$ cat src/rtl/cmd_dispatcher.sv
// cmd_dispatcher: pops commands from the command queue, picks a free PE
// round-robin, and hands the command over with a one-hot valid/ready
// handshake. A PE stays marked busy until it pulses its done line.
module cmd_dispatcher #(
  parameter int NUM_PE = 4,
  parameter int WIDTH  = 248,
  parameter int CNT_W  = 16
) (
  input  logic              i_clk,
  input  logic              i_rst,
  input  logic              i_fifo_empty,
  input  logic [WIDTH-1:0]  i_fifo_data,
  output logic              o_fifo_read,
  output logic [NUM_PE-1:0] o_pe_valid,
  input  logic [NUM_PE-1:0] i_pe_ready,
  output logic [WIDTH-1:0]  o_pe_cmd,
  input  logic [NUM_PE-1:0] i_pe_done,
  output logic [NUM_PE-1:0] o_busy_mask,
  output logic [CNT_W-1:0]  o_issued,
  output logic              o_idle
);

  localparam int PTR_W = $clog2(NUM_PE);

  localparam logic [2:0] S_IDLE  = 3'd0;
  localparam logic [2:0] S_POP   = 3'd1;
  localparam logic [2:0] S_LOAD  = 3'd2;
  localparam logic [2:0] S_ARB   = 3'd3;
  localparam logic [2:0] S_ISSUE = 3'd4;

  logic [2:0]        state;
  logic [WIDTH-1:0]  cmd_reg;
  logic [NUM_PE-1:0] grant;
  logic [NUM_PE-1:0] busy;
  logic [PTR_W-1:0]  rr_ptr;
  logic [PTR_W-1:0]  rr_next;
  logic [NUM_PE-1:0] set_vec;
  logic [NUM_PE-1:0] hi_oh, lo_oh, arb_grant;
  logic              hi_hit, lo_hit, arb_hit;
  logic              hs;

  // Handshake only counts on the granted lane; stray readies are ignored.
  assign hs      = (state == S_ISSUE) && |(i_pe_ready & grant);
  assign set_vec = hs ? grant : '0;

  // Round-robin pick: first free PE at or above rr_ptr, else wrap to the
  // lowest free PE.
  always_comb begin
    hi_hit = 1'b0;
    lo_hit = 1'b0;
    hi_oh  = '0;
    lo_oh  = '0;
    for (int i = 0; i < NUM_PE; i++) begin
      if (!busy[i]) begin
        if (!lo_hit) begin
          lo_hit   = 1'b1;
          lo_oh[i] = 1'b1;
        end
        if (!hi_hit && (PTR_W'(i) >= rr_ptr)) begin
          hi_hit   = 1'b1;
          hi_oh[i] = 1'b1;
        end
      end
    end
    arb_hit   = lo_hit;
    arb_grant = hi_hit ? hi_oh : lo_oh;
  end

  // Pointer advances to the lane just past the one being granted.
  always_comb begin
    rr_next = '0;
    for (int i = 0; i < NUM_PE; i++)
      if (grant[i]) rr_next = (i == NUM_PE - 1) ? '0 : PTR_W'(i + 1);
  end

  // Main sequencer: IDLE -> POP -> LOAD -> ARB -> ISSUE -> IDLE.
  always_ff @(posedge i_clk) begin
    if (i_rst) begin
      state    <= S_IDLE;
      cmd_reg  <= '0;
      grant    <= '0;
      rr_ptr   <= '0;
      o_issued <= '0;
    end else begin
      case (state)
        S_IDLE:  if (!i_fifo_empty) state <= S_POP;
        S_POP:   state <= S_LOAD;
        S_LOAD: begin
          cmd_reg <= i_fifo_data;
          state   <= S_ARB;
        end
        S_ARB: if (arb_hit) begin
          grant <= arb_grant;
          state <= S_ISSUE;
        end
        S_ISSUE: if (hs) begin
          rr_ptr   <= rr_next;
          o_issued <= o_issued + CNT_W'(1);
          state    <= S_IDLE;
        end
        default: state <= S_IDLE;
      endcase
    end
  end

  // Busy tracking: done clears, issue sets; set wins on the same lane.
  always_ff @(posedge i_clk) begin
    if (i_rst) busy <= '0;
    else       busy <= (busy & ~i_pe_done) | set_vec;
  end

  assign o_fifo_read = (state == S_POP);
  assign o_pe_valid  = (state == S_ISSUE) ? grant : '0;
  assign o_pe_cmd    = cmd_reg;
  assign o_busy_mask = busy;
  assign o_idle      = (state == S_IDLE) && i_fifo_empty && (busy == '0);

endmodule

$ cat config.mk
export PLATFORM = sky130hd
export DESIGN_NAME = cmd_dispatcher
export DESIGN_NICKNAME = d
export VERILOG_FILES = /design/src/rtl/cmd_dispatcher.sv
export SDC_FILE = /design/constraint.sdc
export NUM_CORES = 1
export LEC_CHECK = 0
export BUFFER_PORTS_ARGS = -buffer_cell sky130_fd_sc_hd__buf_2
export CAP_MARGIN = 20
export CORE_AREA = 10 10 198 200
export DETAILED_ROUTE_END_ITERATION = 10
export DIE_AREA = 0 0 208 210
export GPL_ROUTABILITY_DRIVEN = 0
export MAX_ROUTING_LAYER = met4
export SETUP_SLACK_MARGIN = 0.05
export SYNTH_ARGS = -nofsm -noshare
export SYNTH_HDL_FRONTEND = slang
export SYNTH_SLANG_ARGS = --single-unit
$ cat constraint.sdc
create_clock -name i_clk -period 2.1 [get_ports i_clk]
set_input_delay 0.525 -clock i_clk [delete_from_list [all_inputs] [get_ports i_clk]]
set_output_delay 0.525 -clock i_clk [all_outputs]
set_load 0.005 [all_outputs]
* Yosys cells after proc, flatten, opt, wreduce, memory -nomap -nowiden
Cells that the tools add are included.
Storage, ports and cells: register bits 277, bits of input ports 259, output and inout bits 274, logic and storage cells 72
Operators by class: add/sub/neg operators 1, magnitude comparators 4, eq/ne operators 7, mux-type cells 35, bitwise operators 4, reductions and logical operators 15
Operators with widths (number):
- 2-to-1 mux 1 bit | 25
- adder 16 x 1 -> 16 bit (second input constant) | 1
- case mux 3 bit (5 select lines) | 1
- 2-to-1 mux 4 bit | 3
- 2-to-1 mux 3 bit | 3
- bitwise AND 4 bit | 2
- == test 3 x 2 -> 1 bit (second input constant) | 2
- logical AND 1 bit | 6
- 2-to-1 mux 2 bit | 3
- != test 2 bit (second input constant) | 3
- >= comparator 1 x 2 -> 1 bit (first input constant) | 2
- >= comparator 2 bit (first input constant) | 2
- zero test 4 bit | 1
- NOT 4 bit | 1
- bitwise OR 4 bit | 1
- AND reduction 2 bit | 2
- OR reduction 4 bit | 1
- == test 3 x 1 -> 1 bit (second input constant) | 1
- == test 3 bit (second input constant) | 1
- zero test 1 bit | 3
- zero test 3 bit | 1
- AND reduction 3 bit | 1

* Logic depth before layout (Yosys ltp)
depth after elaboration 16, gate-level depth with buffers 7

* Worst setup path after synthesis
No wires, ideal clock.
path type input to register, start point input port i_pe_ready[2], end point register o_issued[11], data arrival time 1.515 ns, path slack 0.514 ns, stages 4, cell sequence a22o_2 -> o21ai_1 -> or4_1 -> a21oi_1
Between the ends: longest elaborated chain between the ends 4
Ends and longest elaborated chain:
- start, declared | line 15 | input logic [NUM_PE-1:0] i_pe_ready,
- bitwise AND 4 bit | line 43 | assign hs = (state == S_ISSUE) && |(i_pe_ready & grant);
- OR reduction 4 bit | line 43
- logical AND 1 bit | line 43
- AND reduction 2 bit (no line)
- end signal, assigned | line 98 | o_issued <= o_issued + CNT_W'(1);
- end, declared | line 19 | output logic [CNT_W-1:0] o_issued,
No other way between the ends. A chain may end at the register's enable or synchronous reset.

* Final worst setup path
start point register busy[0] (netlist: o_busy_mask[0]), end point output port o_idle
Between the ends: longest elaborated chain between the ends 2
Ends and longest elaborated chain:
- start, declared | line 34 | logic [NUM_PE-1:0] busy;
- start signal, assigned | line 109 | else busy <= (busy & ~i_pe_done) | set_vec;
- zero test 4 bit | line 116 | assign o_idle = (state == S_IDLE) && i_fifo_empty && (busy == '0);
- logical AND 1 bit | line 116
- end, declared | line 20 | output logic o_idle
No other way between the ends.

==> metrics.md <==
| Metric | Value |
|---|---|
| Power Dens Cells | `881 nW/µm²` |
| Post-Syn Area per Cell | `about 8 µm²` |
| H-Tree Depth | `1` |
| NetSw | `~3.1 mW` |
| Initial Util | `0.280` |
| Worst hold path type | `primary input to flop` |
| Flop pwr share | `0.451` |
| Synth warn | `0` |
| Die Y | `210 µm` |
| Status | `complete, no violations` |
| Via count | `10.3k` |
| Setup TNS | `0 ps` |
| Core area | `35200 µm²` |
| Share of cells above drive strength 1 | `0.353` |
| Ys async rst share | `0` |
| Most used DFF post-synth | `dfxtp_1` |
| Max transition margin | `0.659` |
| Crit end category | `output pin` |
| Min Tclk post-route | `a little over 2000 ps` |
| Max-cap violations | `0` |
| Critical Path RT | `around 1600 ps` |
| Clk pwr share | `0.430` |
| Total grt overflow | `0` |
| Via density | `approximately 4.6` |
| Tcrit/Tclk final | `0.970` |
| Peak fanout along the critical path | `2` |
| DRC viols | `0` |
| Port bufs | `approximately 530` |
| Setup violations, final | `0` |
| Post-DP HPWL | `around 29000 µm` |
| TritonRoute pass-1 iters | `6` |
| Clk sinks | `roughly 280` |
| Hold Buf Count CTS | `0` |
| Yosys cell types | `41` |
| Num rows | `69` |
| F_max | `about 0.49 GHz` |
| Post-synth EDFFs | `0` |
| Crit path DAT | `1510 ps` |
| Worst slew pin tran | `512 ps` |
| Final Max Slew Viols | `0` |
| P_int | `~9.5 mW` |
| Largest net degree at the start of global routing | `105` |
| Final WL | `37500 µm` |
| Final Skew | `about 8.4 ps` |
| Worst vdd ir | `0.681 mV` |
| CTS tree | `done` |
| Drt wl/cell | `16.7 µm` |
| DIE AREA | `approximately 44000 µm²` |
| Mapped cell area | `~10000 µm²` |
| Die W | `approximately 210 µm` |
| Worst-Skew Late Latency | `roughly 550 ps` |
| Syn nets | `1510` |
| Num CTS Buffers | `30` |
| Ports | `between 500 and 600` |
| RSZ-0062 raised after global routing | `yes` |
| CTS clk-pin slew, worst paths | `60 ps` |
| Nets | `just over 2k` |
| Clock buffer depth | `3` |
| Global-route wire length before repair | `about 56000 µm` |
| Syn Inst Count | `between 1k and 1.5k` |
| Comb pwr share | `0.119` |
| Switching Fraction | `0.246` |
| P&R area growth vs syn | `44.6%` |
| Startpoint Class | `flop` |
| 1st-iter DRT viols | `between 500 and 600` |
| Synthesis-stage register bit count | `277` |
| Initial antenna violation count | `5` |
| Seq/Total Area, Yosys | `0.562` |
| Setup CP Type | `flop to output pin` |
| Fin util | `0.405` |
| Static Leak | `6.42 nW` |
| Fill count | `~3.7k` |
| Final Hold Fails | `0` |
| Total global-route track usage | `0.162` |
| Root buf cell | `clkbuf_16` |
| Vias in the first global route | `10.0k` |
| Antenna Nets Post-Route | `0` |
layer usage:
layer,vias up,routed length [µm],track usage
met3,76,3030,0.0458
met1,4689,15200,0.186
met4,0,1210,0.0635
met5,-,0,-
li1,5113,-,-
met2,420,18100,0.265
final cells by class:
class                           count  area (µm²)  area share
Inverter                            4        15.0     0.00105
Tap cell                          461         577      0.0404
Timing Repair Buffer              569        3110       0.218
Clock inverter                      5        75.1     0.00526
Sequential cell                   277        5570       0.390
Antenna cell                        5        12.5    0.000876
Clock buffer                       51         951      0.0666
Multi-Input combinational cell    878        3970       0.278
final timing paths:
| check | startpoint | end | slack [ps] | cells after the start |
|---|---|---|---|---|
| setup / recovery | o_busy_mask[0] | o_idle | 60 | 3 |
| hold / removal | i_fifo_data[216] | o_pe_cmd[216] | 200 | 3 |
| setup reg to reg | state[1] | rr_ptr[1] | 310 | 7 |
| hold reg to reg | o_pe_cmd[88] | o_pe_cmd[88] | 450 | 2 |
layout by cell type (no fill, tap or decap), types with 2 or more instances in the layout:
| cell | n |
|---|---|
| nand3_1 | 5 |
| inv_1 | 4 |
| o21a_1 | 2 |
| a21oi_1 | 269 |
| dfxtp_1 | 271 |
| clkinv_2 | 3 |
| a2111o_1 | 2 |
| o211ai_1 | 4 |
| or3_1 | 5 |
| buf_12 | 13 |
| buf_2 | 531 |
| bufinv_16 | 2 |
| o21ai_0 | 10 |
| nor2b_1 | 4 |
| nand2_1 | 507 |
| a22o_2 | 2 |
| nor2_1 | 19 |
| nand2b_1 | 3 |
| mux2i_1 | 3 |
| or4_1 | 4 |
| clkbuf_8 | 11 |
| and4_1 | 4 |
| diode_2 | 5 |
| dfxtp_4 | 5 |
| xor2_1 | 4 |
| clkbuf_16 | 31 |
| buf_4 | 24 |
| o31ai_1 | 3 |
| clkbuf_1 | 10 |
| and2_1 | 5 |
| nand4_1 | 4 |
registers in the layout, summed over array words and instances (netlist names):
| signal | count |
|---|---|
| grant | 4 |
| o_busy_mask | 4 |
| o_issued | 16 |
| o_pe_cmd | 248 |
| rr_ptr | 2 |
| state | 3 |
power groups by stage:
| stage | sequential [mW] | combinational [mW] | clock, mW |
|---|---|---|---|
| floorplan | 5.81 | 0.646 | 0 |
| global placement | 5.77 | 1.49 | 0 |
| detailed placement | 5.79 | 1.51 | 0 |
| CTS | 5.67 | 1.52 | 5.56 |
| global route | 5.70 | 1.67 | 5.76 |
| finish | 5.67 | 1.50 | 5.41 |
synthesized netlist by cell type (5+ instances only):
cell | count | area (µm²)
buf_2 | 32 | 160
clkbuf_1 | 57 | 214
dfxtp_1 | 277 | 5550
or3_1 | 5 | 31.3
nand3_1 | 5 | 25.0
nor2_1 | 20 | 75.1
and2_1 | 5 | 31.3
o21ai_0 | 10 | 50.1
a21oi_1 | 269 | 1350
nand2_1 | 508 | 1910
critical path, cell delays in order, from the launching register on:
cell	delay, ps
dfxtp_4	360
nor4_4	240
and4_1	220
buf_2	140
cells by family (layout without fill, tap and decap cells):
kind of cell    count (synthesis)  count (layout)  synth area share
fa+ha+maj                       1               1           0.00127
other cells                     0               5                 0
xor+xnor                        5               5           0.00444
buf+inv                        95             629            0.0402
mux                             3               3           0.00304
simple gates                  570             570             0.230
compound gates                299             299             0.159
flops                         277             277             0.562
through the flow:
step	worst slack (ps)	std cells	total power [mW]	area [µm²]	hold WS, ps
after floorplan	514	1250	6.45	9870	453
after global placement	326	2180	7.27	13100	438
after detailed placement	290	2180	7.30	13100	443
after CTS	43.4	2242	12.7	14200	180
after global routing	-1.78	2250	13.1	14300	196
final	62.5	2250	12.6	14300	204
timing repair:
action	in CTS	in global routing
gates resized for setup	13	3
buffers inserted	6	3
endpoints found under the setup margin	6	5
pin swaps	2	3
Power figures use the tool's default switching activity.
